--- src/rtl/add_scheduler_if.sv ---
// Bundle for add_scheduler: two-requester request/response handshakes plus the
// operand/result wires of the external shared W-bit adder.
interface add_scheduler_if #(
    parameter int unsigned W = 32
);
    logic [1:0]     req_valid;
    logic [1:0]     req_ready;
    logic [4*W-1:0] req_a;
    logic [4*W-1:0] req_b;
    logic [1:0]     req_sub;
    logic [1:0]     req_wide;
    logic [1:0]     resp_valid;
    logic [1:0]     resp_ready;
    logic [2*W-1:0] resp_sum;
    logic           resp_cout;
    logic [W-1:0]   add_a;
    logic [W-1:0]   add_b;
    logic           add_cin;
    logic [W-1:0]   add_sum;
    logic           add_cout;

    // Scheduler side.
    modport slave (
        input  req_valid, req_a, req_b, req_sub, req_wide, resp_ready, add_sum, add_cout,
        output req_ready, resp_valid, resp_sum, resp_cout, add_a, add_b, add_cin
    );

    // Requesters plus adder side.
    modport master (
        output req_valid, req_a, req_b, req_sub, req_wide, resp_ready, add_sum, add_cout,
        input  req_ready, resp_valid, resp_sum, resp_cout, add_a, add_b, add_cin
    );
endinterface

--- src/rtl/add_scheduler.sv ---
// Round-robin scheduler that time-shares one external W-bit adder between two
// requesters, doing 2W-bit operations as a low half then a high half.
module add_scheduler #(
    parameter int unsigned W = 32
) (
    input  logic           clk,
    input  logic           rst_n,
    add_scheduler_if.slave bus
);

    typedef enum logic [1:0] {
        StIdle,
        StLo,
        StHi,
        StResp
    } state_e;

    state_e         r_state;
    logic           r_prio;
    logic           r_id;
    logic           r_wide;
    logic [W-1:0]   r_a_hi;
    logic [W-1:0]   r_b_hi;
    logic [W-1:0]   r_add_a;
    logic [W-1:0]   r_add_b;
    logic           r_add_cin;
    logic [2*W-1:0] r_sum;
    logic           r_cout;
    logic [1:0]     r_resp_valid;

    logic           w_any_valid;
    logic           w_gnt_id;
    logic [1:0]     w_req_ready;
    logic           w_resp_hs;
    logic [2*W-1:0] w_sel_a;
    logic [2*W-1:0] w_sel_b;
    logic [2*W-1:0] w_sel_b_eff;
    logic           w_sel_sub;
    logic           w_sel_wide;

    always_comb begin
        w_any_valid = |bus.req_valid;
        unique case (bus.req_valid)
            2'b01:   w_gnt_id = 1'b0;
            2'b10:   w_gnt_id = 1'b1;
            2'b11:   w_gnt_id = r_prio;
            default: w_gnt_id = 1'b0;
        endcase

        // rst_n gates ready so nothing is offered while reset is held.
        w_req_ready = 2'b00;
        if (rst_n && (r_state == StIdle) && w_any_valid) begin
            w_req_ready[w_gnt_id] = 1'b1;
        end

        w_sel_a     = w_gnt_id ? bus.req_a[4*W-1:2*W] : bus.req_a[2*W-1:0];
        w_sel_b     = w_gnt_id ? bus.req_b[4*W-1:2*W] : bus.req_b[2*W-1:0];
        w_sel_sub   = bus.req_sub[w_gnt_id];
        w_sel_wide  = bus.req_wide[w_gnt_id];
        // Subtraction is A + ~B + 1; the +1 enters as the low-half carry-in.
        w_sel_b_eff = w_sel_sub ? ~w_sel_b : w_sel_b;

        w_resp_hs   = (r_state == StResp) && bus.resp_ready[r_id];
    end

    always_ff @(posedge clk or negedge rst_n) begin
        if (!rst_n) begin
            r_state      <= StIdle;
            r_prio       <= 1'b0;
            r_id         <= 1'b0;
            r_wide       <= 1'b0;
            r_a_hi       <= '0;
            r_b_hi       <= '0;
            r_add_a      <= '0;
            r_add_b      <= '0;
            r_add_cin    <= 1'b0;
            r_sum        <= '0;
            r_cout       <= 1'b0;
            r_resp_valid <= 2'b00;
        end else begin
            case (r_state)
                StIdle: begin
                    if (w_any_valid) begin
                        r_id      <= w_gnt_id;
                        r_wide    <= w_sel_wide;
                        r_prio    <= ~w_gnt_id;
                        r_a_hi    <= w_sel_a[2*W-1:W];
                        r_b_hi    <= w_sel_b_eff[2*W-1:W];
                        // Adder operands are registered so they are stable throughout LO.
                        r_add_a   <= w_sel_a[W-1:0];
                        r_add_b   <= w_sel_b_eff[W-1:0];
                        r_add_cin <= w_sel_sub;
                        r_state   <= StLo;
                    end
                end

                StLo: begin
                    r_sum[W-1:0] <= bus.add_sum;
                    if (r_wide) begin
                        r_add_a   <= r_a_hi;
                        r_add_b   <= r_b_hi;
                        r_add_cin <= bus.add_cout;
                        r_state   <= StHi;
                    end else begin
                        r_sum[2*W-1:W] <= '0;
                        r_cout         <= bus.add_cout;
                        r_add_a        <= '0;
                        r_add_b        <= '0;
                        r_add_cin      <= 1'b0;
                        r_resp_valid   <= r_id ? 2'b10 : 2'b01;
                        r_state        <= StResp;
                    end
                end

                StHi: begin
                    r_sum[2*W-1:W] <= bus.add_sum;
                    r_cout         <= bus.add_cout;
                    r_add_a        <= '0;
                    r_add_b        <= '0;
                    r_add_cin      <= 1'b0;
                    r_resp_valid   <= r_id ? 2'b10 : 2'b01;
                    r_state        <= StResp;
                end

                StResp: begin
                    if (w_resp_hs) begin
                        r_resp_valid <= 2'b00;
                        r_state      <= StIdle;
                    end
                end

                default: r_state <= StIdle;
            endcase
        end
    end

    assign bus.req_ready  = w_req_ready;
    assign bus.resp_valid = r_resp_valid;
    assign bus.resp_sum   = r_sum;
    assign bus.resp_cout  = r_cout;
    assign bus.add_a      = r_add_a;
    assign bus.add_b      = r_add_b;
    assign bus.add_cin    = r_add_cin;

endmodule

--- src/flat_wrapper.sv ---
// flat-port wrapper written by rule: the top's interface ports become plain ports
module add_scheduler_flat 
#(
    parameter int unsigned W = 32
)
  (clk, rst_n, bus_req_valid, bus_req_a, bus_req_b, bus_req_sub, bus_req_wide, bus_resp_ready, bus_add_sum, bus_add_cout, bus_req_ready, bus_resp_valid, bus_resp_sum, bus_resp_cout, bus_add_a, bus_add_b, bus_add_cin);
  add_scheduler_if #(.W(W)) bus_i ();
  input  logic clk;
  input  logic rst_n;
  input wire logic [$bits(bus_i.req_valid)-1:0] bus_req_valid;
  input wire logic [$bits(bus_i.req_a)-1:0] bus_req_a;
  input wire logic [$bits(bus_i.req_b)-1:0] bus_req_b;
  input wire logic [$bits(bus_i.req_sub)-1:0] bus_req_sub;
  input wire logic [$bits(bus_i.req_wide)-1:0] bus_req_wide;
  input wire logic [$bits(bus_i.resp_ready)-1:0] bus_resp_ready;
  input wire logic [$bits(bus_i.add_sum)-1:0] bus_add_sum;
  input wire logic [$bits(bus_i.add_cout)-1:0] bus_add_cout;
  output wire logic [$bits(bus_i.req_ready)-1:0] bus_req_ready;
  output wire logic [$bits(bus_i.resp_valid)-1:0] bus_resp_valid;
  output wire logic [$bits(bus_i.resp_sum)-1:0] bus_resp_sum;
  output wire logic [$bits(bus_i.resp_cout)-1:0] bus_resp_cout;
  output wire logic [$bits(bus_i.add_a)-1:0] bus_add_a;
  output wire logic [$bits(bus_i.add_b)-1:0] bus_add_b;
  output wire logic [$bits(bus_i.add_cin)-1:0] bus_add_cin;
  assign bus_i.req_valid = bus_req_valid;
  assign bus_i.req_a = bus_req_a;
  assign bus_i.req_b = bus_req_b;
  assign bus_i.req_sub = bus_req_sub;
  assign bus_i.req_wide = bus_req_wide;
  assign bus_i.resp_ready = bus_resp_ready;
  assign bus_i.add_sum = bus_add_sum;
  assign bus_i.add_cout = bus_add_cout;
  assign bus_req_ready = bus_i.req_ready;
  assign bus_resp_valid = bus_i.resp_valid;
  assign bus_resp_sum = bus_i.resp_sum;
  assign bus_resp_cout = bus_i.resp_cout;
  assign bus_add_a = bus_i.add_a;
  assign bus_add_b = bus_i.add_b;
  assign bus_add_cin = bus_i.add_cin;
  add_scheduler #(.W(W)) u_core (.clk(clk), .rst_n(rst_n), .bus(bus_i));
endmodule
--- config.mk ---
export PLATFORM = sky130hd
export DESIGN_NAME = add_scheduler_flat
export DESIGN_NICKNAME = d
export VERILOG_FILES = /design/src/rtl/add_scheduler_if.sv /design/src/rtl/add_scheduler.sv /design/src/flat_wrapper.sv
export SDC_FILE = /design/constraint.sdc
export NUM_CORES = 1
export LEC_CHECK = 0
export CAP_MARGIN = 20
export CORE_AREA = 3 3 167 169
export CTS_BUF_LIST = sky130_fd_sc_hd__clkbuf_16
export CTS_CLUSTER_DIAMETER = 60
export CTS_CLUSTER_SIZE = 24
export DETAILED_ROUTE_END_ITERATION = 10
export DIE_AREA = 0 0 170 172
export PLACE_DENSITY = 0.74
export SLEW_MARGIN = 20
export SYNTH_ARGS = -nofsm -noshare
export SYNTH_HDL_FRONTEND = slang
export SYNTH_SLANG_ARGS = --single-unit
--- constraint.sdc ---
create_clock -name clk -period 3.14 [get_ports clk]
set_input_delay 0.628 -clock clk [delete_from_list [all_inputs] [get_ports clk]]
set_output_delay 0.628 -clock clk [all_outputs]
set_load 0.02 [all_outputs]
# Word level (Yosys, flattened, before mapping)
# Index checks and enable logic that the tools add are counted.
# totals
reg_bits,201
output_inout_bits,134
word_cells,73
# op_classes
n_lt_le_gt_ge,3
eq_ne,8
muxes,33
bitwise,2
reduce_logical,14
# op_table
op,n
2-to-1 mux 64 bit,3
case mux 32 bit (3 select lines),2
2-to-1 mux 32 bit,5
NOT 64 bit,1
case mux 32 bit (2 select lines),1
2-to-1 mux 1 bit,11
2-to-1 mux 2 bit,5
"equality test 2 bit, second input constant",4
case mux 2 bit (4 select lines),1
AND reduction 2 bit,4
case mux 2 bit (3 select lines),1
nonzero test 3 bit,2
logical AND 1 bit,4
"less-than comparator 1 x 2 -> 1 bit, second input constant",2
"inequality test 2 x 1 -> 1 bit, second input constant",2
case mux 1 bit (2 select lines),2
case mux 1 bit (3 select lines),1
AND reduction 3 bit,1
"equality test 2 x 1 -> 1 bit, second input constant",1
logical NOT 2 bit,1
"inequality test 2 bit, second input constant",1
nonzero test 2 bit,1
OR reduction 2 bit,1
demux 1 bit (select 1 bit),1
other kinds (2),2

# Depth between registers and ports, before layout
# Gate-level depths: netlist of the first run.
# depth
depth_word,7
ltp_mapped,9

# Worst setup path after synthesis of the first run
# OpenSTA, ideal clock, no wires.
# synth_path
path_kind,register -> output
from,register u_core.r_state[0]
to,output bus_req_ready[0]
arrival_time_ns,1.707
required_time_ns,2.512
setup_slack_ns,0.805
stages_incl_launch_ff,7
cell_sequence,dfrtp_1 > inv_1 > ha_1 > o21ai_1 > buf_2 > buf_1 > nor3b_1
# synth_via
elab_chain_len,4
# synth_rtl
element,line,source
"start, declared",add_scheduler.sv:18,state_e r_state;
"start signal, assigned",add_scheduler.sv:68,r_state <= StIdle;
"start signal, assigned",add_scheduler.sv:93,r_state <= StLo;
"start signal, assigned",add_scheduler.sv:103,r_state <= StHi;
logical NOT 2 bit,add_scheduler.sv:52,if (rst_n && (r_state == StIdle) && w_any_valid) begin
logical AND 1 bit (2 in a row),add_scheduler.sv:52,
2-to-1 mux 2 bit,add_scheduler.sv:52,
"end, declared",flat_wrapper.sv:18,output wire logic [$bits(bus_i.req_ready)-1:0] bus_req_ready;
# Every way passes these cells.

# Worst setup path in the final report of the first run
# layout_path
from,input bus_req_valid[0]
to,output bus_req_ready[0]
# layout_via
elab_chain_len,7
# layout_rtl
element,line,source
"start, declared",flat_wrapper.sv:10,input wire logic [$bits(bus_i.req_valid)-1:0] bus_req_valid;
equality test 2 bit,add_scheduler.sv:43,unique case (bus.req_valid)
case mux 1 bit (2 select lines),add_scheduler.sv:43,
less-than comparator 1 x 2 -> 1 bit (not written as such) or >= comparator 1 bit (tied branches),add_scheduler.sv:53,w_req_ready[w_gnt_id] = 1'b1;
logical AND 1 bit (not written as such),add_scheduler.sv:53,
2-to-1 mux 1 bit (not written as such),add_scheduler.sv:53,
demux 1 bit (select 1 bit),n/a,
2-to-1 mux 2 bit *,add_scheduler.sv:52,
# Mark *: on every way between the ends. The rest lies on a longest branch, timed or not.

==> results of run 1 <==
-- power groups by stage --
stage | registers (uW) | clock network [uW] | logic [uW]
after detailed placement | 4410 | 0 | 7460
after floorplan | 5140 | 0 | 3510
after global placement | 4370 | 0 | 7310
after CTS | 4370 | 2100 | 7490
after global routing | 4510 | 2200 | 8020
final | 4370 | 2050 | 7400
-- layer usage --
layer  routed length (um)  vias up  track usage  part of all wire
met4                  537        0      0.04550             0.016
met5                    0        -            0                 0
li1                     -     4314            -                 -
met1                13530     4401       0.2751              0.40
met2                17230      369       0.4029              0.50
met3                 2861       34      0.05647             0.084
-- flip-flops by register name (all words and copies together), names as in the netlist --
signal and flops:
u_core.bus.add_cin 1, u_core.r_prio 1, u_core.bus.resp_sum 64, u_core.bus.resp_valid 2, u_core.r_wide 1, u_core.r_a_hi 32
u_core.r_id 1, u_core.bus.add_a 32, u_core.bus.add_b 32, u_core.bus.resp_cout 1, u_core.r_b_hi 32, u_core.r_state 2
-- synthesized netlist by cell type, types with 33 or more instances --
cell,n,area share
o21ai_0,67,0.032
a21oi_1,35,0.017
mux2i_1,98,0.094
a22o_1,66,0.055
mux2_2,36,0.039
nand2_1,133,0.048
dfrtp_1,201,0.48
nand3_1,33,0.016
buf_2,43,0.021
nor2_1,35,0.013
xor2_1,128,0.11
o211ai_1,33,0.024
-- stage by stage --
step / util / total power (uW) / hold WS [ns]
2_1_floorplan: - / 8649 / 0.3324
3_3_place_gp: 0.5682 / 11670 / 0.4622
3_5_place_dp: 0.5682 / 11870 / 0.4705
4_1_cts: 0.5880 / 13960 / 0.4872
5_1_grt: 0.5880 / 14730 / 0.5097
6_report: 0.5880 / 13820 / 0.4838
-- kinds of logic after synthesis --
| logic type | count (synthesis) | synth area share |
|---|---|---|
| compound gates | 240 | 0.1517 |
| xor+xnor | 128 | 0.1072 |
| fa+ha+maj | 4 | 0.004787 |
| buf+inv | 93 | 0.04284 |
| flops | 201 | 0.4810 |
| mux | 134 | 0.1326 |
| simple gates | 207 | 0.07982 |
-- what timing repair did --
item | CTS | global route
endpoints found under the setup margin | 0 | 0
hold endpoints to repair | 11 | 0
hold buffers | 1 | 0
-- worst paths after layout --
check / startpoint / to / slack, ns / cells after the start
min in group asynchronous: rst_n / u_core.bus.add_a[30]$_DFFE_PN0P_ / 0.54 / 2
min: u_core.bus.resp_sum[44]$_DFFE_PN0P_ / u_core.bus.resp_sum[44]$_DFFE_PN0P_ / 0.48 / 2
max: bus_req_valid[0] / bus_req_ready[0] / 0.13 / 5
min reg2reg: u_core.bus.resp_sum[44]$_DFFE_PN0P_ / u_core.bus.resp_sum[44]$_DFFE_PN0P_ / 0.48 / 2
max in group asynchronous: rst_n / u_core.bus.resp_sum[28]$_DFFE_PN0P_ / 0.83 / 4
max reg2reg: u_core.r_state[1]$_DFFE_PN0P_ / u_core.bus.resp_sum[60]$_DFFE_PN0P_ / 0.86 / 7
-- placed cells by master (no fill, tap or decap), types with 9 or more instances in the layout --
cell type / n
mux2_2: 36
o22ai_1: 32
clkdlybuf4s50_1: 429
nand3_1: 33
buf_4: 27
buf_12: 9
o21ai_0: 67
a21oi_1: 33
o211ai_1: 33
xor2_1: 128
clkbuf_16: 17
nand2_1: 132
a22o_1: 66
dfrtp_1: 201
mux2i_1: 98
nor2_1: 35
-- cell type report --
type                    count  area (um2)
fillers                  2275       11010
repair buffers            467        4701
clock inverters            10       93.84
clock buffers              17       425.4
multi-input cells         713        5024
well taps                 341       426.7
flip-flops and latches    201        5030
inverters                   4       15.01
-- worst min-delay path, delay by kind of cell, from the launching register on --
family	cells	cell delay, ns
DFF	1	0.34
AOI/OAI and AO/OA	1	0.06
and+or+nand+nor	1	0.04
==> metrics.yaml, run 1 <==
outcome:
  outcome: "finished, final reports clean"
cts:
  cts_setup_buffers: 0
  root_buffer: "clkbuf_16"
  cts_tree: "built"
  cts.sink_count: 201
  numCtsBuffers: 16
  htreeDepth: 1
  ctsResizeCount: 0
  cts.path.max_buffers: 3
  path_clk_slew_ns: 0.08
  clkLatencyLatePin_ns: 0.48
place:
  pre_cts_slack_ns: 0.1477
  dp.cells: 1725
  placed_area_mm2: 0.01519
  place_congestion: 0.8292
  port_buffers: 432
  post-dp-hpwl_mm: 25.68
die:
  initial_core_util: 0.3912
  rows: 60
  fp.dieW_um: 170
  die_area_mm2: 0.02924
  pin_count: 433
  core-area_mm2: 0.02673
  die_y_um: 172
hold_path:
  hold_class: "reg2reg"
critical_path:
  crit_path_end_kind: "output port"
  slowest_stage: "clkdlybuf4s50_1"
  cp_cell_sequence: "clkdlybuf4s50_1, inv_2, o21a_1, nor3b_1, clkdlybuf4s50_1"
  critical_path_arrival_ns: 2.39
  path_buf_inv: 3
  worstPathMaxFanout: 5
  max_stage_delay_ns: 0.66
  cp_top_family: "buffers and inverters"
  cp_common_cell: "clkdlybuf4s50_1"
  start_kind: "input pin"
  cp_data_required_time_ns: 2.51
  critPathKind: "in2out"
yosys:
  syn_area_mm2: 0.01046
  synth_cells: 1007
  synth.distinct_cells: 31
  synth-main-ff-cell: "dfrtp_1"
  avgSynthCellArea_um2: 10.38
  synthesis.nets: 1310
  yosys_warnings: 0
  synth_edf_count: 0
  async_reset_ff_frac: 1.000
  ys_ff_latch: 201
  yosysSeqAreaShare: 0.4810
power_and_ir_drop:
  leakage_uw: 0.006905
  seq_power_share: 0.316
  p_per_area_mw_per_mm2: 879.6
  clock_power_share: 0.148
  p_int_uw: 8071
  combinationalPowerShare: 0.536
  p_sw_uw: 5752
  irDropWorstVdd_uv: 508.9
  switching_share: 0.4161
timing:
  rsz0062_at_grt: "false"
  drv_slew: 0
  hold_violations: 0
  finClkSkew_ns: 0.01240
  fmax_mhz: 331.9
  setup_ws_ns: 0.1267
  fin_crit_ns: 3.013
  final.setup.tns_ns: 0
  finalSetupViolCount: 0
  fin_crit_sh: 0.9596
  relSlewSlack: 0.3997
  tightestPinTransition_ns: 0.9004
cells_and_area:
  instances_no_fill: 1753
  layout-drive-gt1-share: 0.07720
  antenna_cells: 0
  finalInstanceArea_mm2: 0.01572
  area_delta_synth_final_pct: 50.29
  fin_nets: 1706
drt:
  via_count: 9118
  dr.pass1.iters: 5
  finalWirelength_mm: 34.16
  wl_per_cell_um: 19.48
  drc: 0
  ant_nets: 0
  via_per_inst: 5.201
  drtIter0Drc: 541
global_routing:
  globalRouteTotalUtil: 0.2242
  grt_pass1_vias: 9194
  grt_overflow: 0
  antenna_found_initial: 0
  grt_pass1_wl_mm: 51.83
  grt_max_degree: 102
run:
  cap_viol_max_count: 0
Power figures use the tool's default switching activity.
==> inputs of run 2 (changes only) <==
--- a/config.mk
+++ b/config.mk
@@ -6,13 +6,13 @@
 export NUM_CORES = 1
 export LEC_CHECK = 0
 export CAP_MARGIN = 20
-export CORE_AREA = 3 3 167 169
+export CORE_AREA = 3 3 168 170
 export CTS_BUF_LIST = sky130_fd_sc_hd__clkbuf_16
 export CTS_CLUSTER_DIAMETER = 60
 export CTS_CLUSTER_SIZE = 24
 export DETAILED_ROUTE_END_ITERATION = 10
-export DIE_AREA = 0 0 170 172
-export PLACE_DENSITY = 0.74
+export DIE_AREA = 0 0 171 173
+export PLACE_DENSITY = 0.73
 export SLEW_MARGIN = 20
 export SYNTH_ARGS = -nofsm -noshare
 export SYNTH_HDL_FRONTEND = slang
==> constraint.sdc (replaced) <==
create_clock -name clk -period 3.1 [get_ports clk]
set_input_delay 0.62 -clock clk [delete_from_list [all_inputs] [get_ports clk]]
set_output_delay 0.62 -clock clk [all_outputs]
set_load 0.02 [all_outputs]
==> run 2 against run 1 <==
Compared with the run above: via count decreased by 1.0%; core utilization down 0.19 points; clock skew up 0.0053 ns; hold slack worse by 0.0029 ns; non-clock buffer count shrank 2; critical path type unchanged; largest cell class unchanged.
==> metrics.yaml, run 2 (same netlist as run 1, synthesis figures left out) <==
cts:
  cts.sink_count: 201  # unchanged
  cts_tree: "built"
  cts.path.max_buffers: 3  # unchanged
  root_buffer: "clkbuf_16"
  numCtsBuffers: 17  # +1
  htreeDepth: 1  # unchanged
  ctsResizeCount: 0  # unchanged
  clkLatencyLatePin_ns: 0.49  # about the same
  path_clk_slew_ns: 0.07  # about the same
global_routing:
  grt_overflow: 0  # unchanged
  grt_pass1_wl_mm: 51.67  # -0.32%
  globalRouteTotalUtil: 0.2200  # -0.004188
  grt_pass1_vias: 9319  # +1.4%
  grt_max_degree: 130  # +27%
  antenna_found_initial: 0  # unchanged
timing:
  fin_crit_sh: 0.9583
  final.setup.tns_ns: 0  # unchanged
  hold_violations: 0  # unchanged
  relSlewSlack: 0.4221  # +0.02237
  finalSetupViolCount: 0  # unchanged
  drv_slew: 0  # unchanged
  rsz0062_at_grt: "false"
  fmax_mhz: 336.6
  fin_crit_ns: 2.971
  finClkSkew_ns: 0.01767  # +0.005269 ns
  tightestPinTransition_ns: 0.8649  # -0.03549 ns
critical_path:
  crit_path_end_kind: "output port"
  endpoint: "bus_req_ready[0]"
  critical_path_arrival_ns: 2.35  # -0.04 ns
  start_kind: "input pin"
  worstPathMaxFanout: 4  # -1
  r2r_end: "u_core.bus.add_a[21]$_DFFE_PN0P_"
  cp_data_required_time_ns: 2.48  # -0.03 ns
  r2r_slack_ns: 0.55  # -0.31 ns
  critPathKind: "in2out"
  reg2reg_from: "u_core.r_state[0]$_DFFE_PN0P_"
  reg2reg_depth: 8  # +1
  crit_start: "bus_req_valid[0]"
drt:
  via_per_inst: 5.146  # -1.1%
  via_count: 9026  # -1.0%
  ant_nets: 0  # unchanged
  dr.pass1.iters: 5  # unchanged
  drtIter0Drc: 602  # +11%
  wl_per_cell_um: 19.30  # -0.94%
  drc: 0  # unchanged
  finalWirelength_mm: 33.85  # -0.88%
place:
  place_congestion: 0.8027  # -3.2%
  post-dp-hpwl_mm: 25.31  # -1.4%
  port_buffers: 432  # unchanged
die:
  rows: 60  # unchanged
  pin_count: 433  # unchanged
  die_area_mm2: 0.02958  # +1.2%
  core-area_mm2: 0.02688  # +0.56%
  die_y_um: 173  # +0.58%
  initial_core_util: 0.3891  # -0.002186
  fp.dieW_um: 171  # +0.59%
cells_and_area:
  area_delta_synth_final_pct: 50.65
  final_cell_mix: "clkdlybuf4s50_1 (429), dfrtp_1 (201), nand2_1 (132)"
  largest_reg_flops: 64  # unchanged
  antenna_cells: 0  # unchanged
  layout_commonest_cell: "clkdlybuf4s50_1"
  fillers: 2296  # +0.92%
  layout-drive-gt1-share: 0.07785  # +0.0006531
  fin_nets: 1705  # -0.059%
outcome:
  outcome: "finished, final reports clean"
power_and_ir_drop:
  p_per_area_mw_per_mm2: 895.5  # +1.8%
  irDropWorstVdd_uv: 576.4  # +13%
  leakage_uw: 0.006925  # +0.29%
  total_power_uw: 14110  # +2.1%
run:
  cap_viol_max_count: 0  # unchanged
hold_path:
  hold_class: "reg2reg"
[run 2: cell types whose count changed in the layout (fill, tap and decap cells not counted), sizes merged]
cell      delta
bufinv       +1
buf          -2
inv          +4
clkinvlp     -2
[run 2: worst min-delay path by stage]
stage,start,to,slack (ns),cells after the start
after floorplan,rst_n,u_core.bus.add_a[0]$_DFFE_PN0P_,0.32,0
after global placement,rst_n,u_core.bus.add_a[26]$_DFFE_PN0P_,0.46,1
after detailed placement,rst_n,u_core.bus.add_a[26]$_DFFE_PN0P_,0.46,1
after CTS,rst_n,u_core.bus.add_a[29]$_DFFE_PN0P_,0.48,2
after global routing,rst_n,u_core.bus.add_a[29]$_DFFE_PN0P_,0.51,2
final,u_core.bus.resp_sum[43]$_DFFE_PN0P_,u_core.bus.resp_sum[43]$_DFFE_PN0P_,0.48,2
[run 2: routing by layer]
metal,track usage,wire [um],vias to the layer above
li1,-,-,4314
met5,0,0,-
met2,0.3844,16830,387
met1,0.2707,13410,4282
met4,0.04896,592,0
met3,0.06036,3024,43
[run 2: power by group]
group	internal [uW]	total, uW	switching [uW]
logic	3300	7460	4150
registers	3800	4440	641
clock network	1150	2210	1060
[run 2: area by class of cell]
| cell class | instances | area [um2] | share of cell area |
|---|---|---|---|
| clock buffer | 17 | 425.4 | 0.02701 |
| clock inverter | 13 | 146.4 | 0.009293 |
| inverter | 4 | 15.01 | 0.0009531 |
| multi-input combinational | 713 | 5024 | 0.3189 |
| sequential | 201 | 5030 | 0.3193 |
| tap | 341 | 426.7 | 0.02708 |
| timing repair buffer | 465 | 4686 | 0.2975 |
[run 2: critical path, stage by stage]
cell and delay (ns):
clkdlybuf4s50_1 0.56, inv_2 0.09, o21a_1 0.23, nor3b_1 0.21, clkdlybuf4s50_1 0.64
[run 2: per-stage QoR]
step           utilization  hold WS [ns]  instance area (um2)  cells  worst slack (ns)
2_1_floorplan            -        0.3244                10460   1007            0.7733
3_3_place_gp        0.5645        0.4612                15170   1723            0.1276
3_5_place_dp        0.5645        0.4640                15170   1723            0.1426
4_1_cts             0.5861        0.4826                15750   1754            0.1283
5_1_grt             0.5861        0.5060                15750   1754           0.07934
6_report            0.5861        0.4809                15750   1754            0.1293
[run 2: repair_timing]
item / in CTS / in global routing
endpoints found under the setup margin: 0 / 0
endpoints found under the hold margin: 7 / 0
hold buffers: 1 / 0
setup buffers: 0 / 0
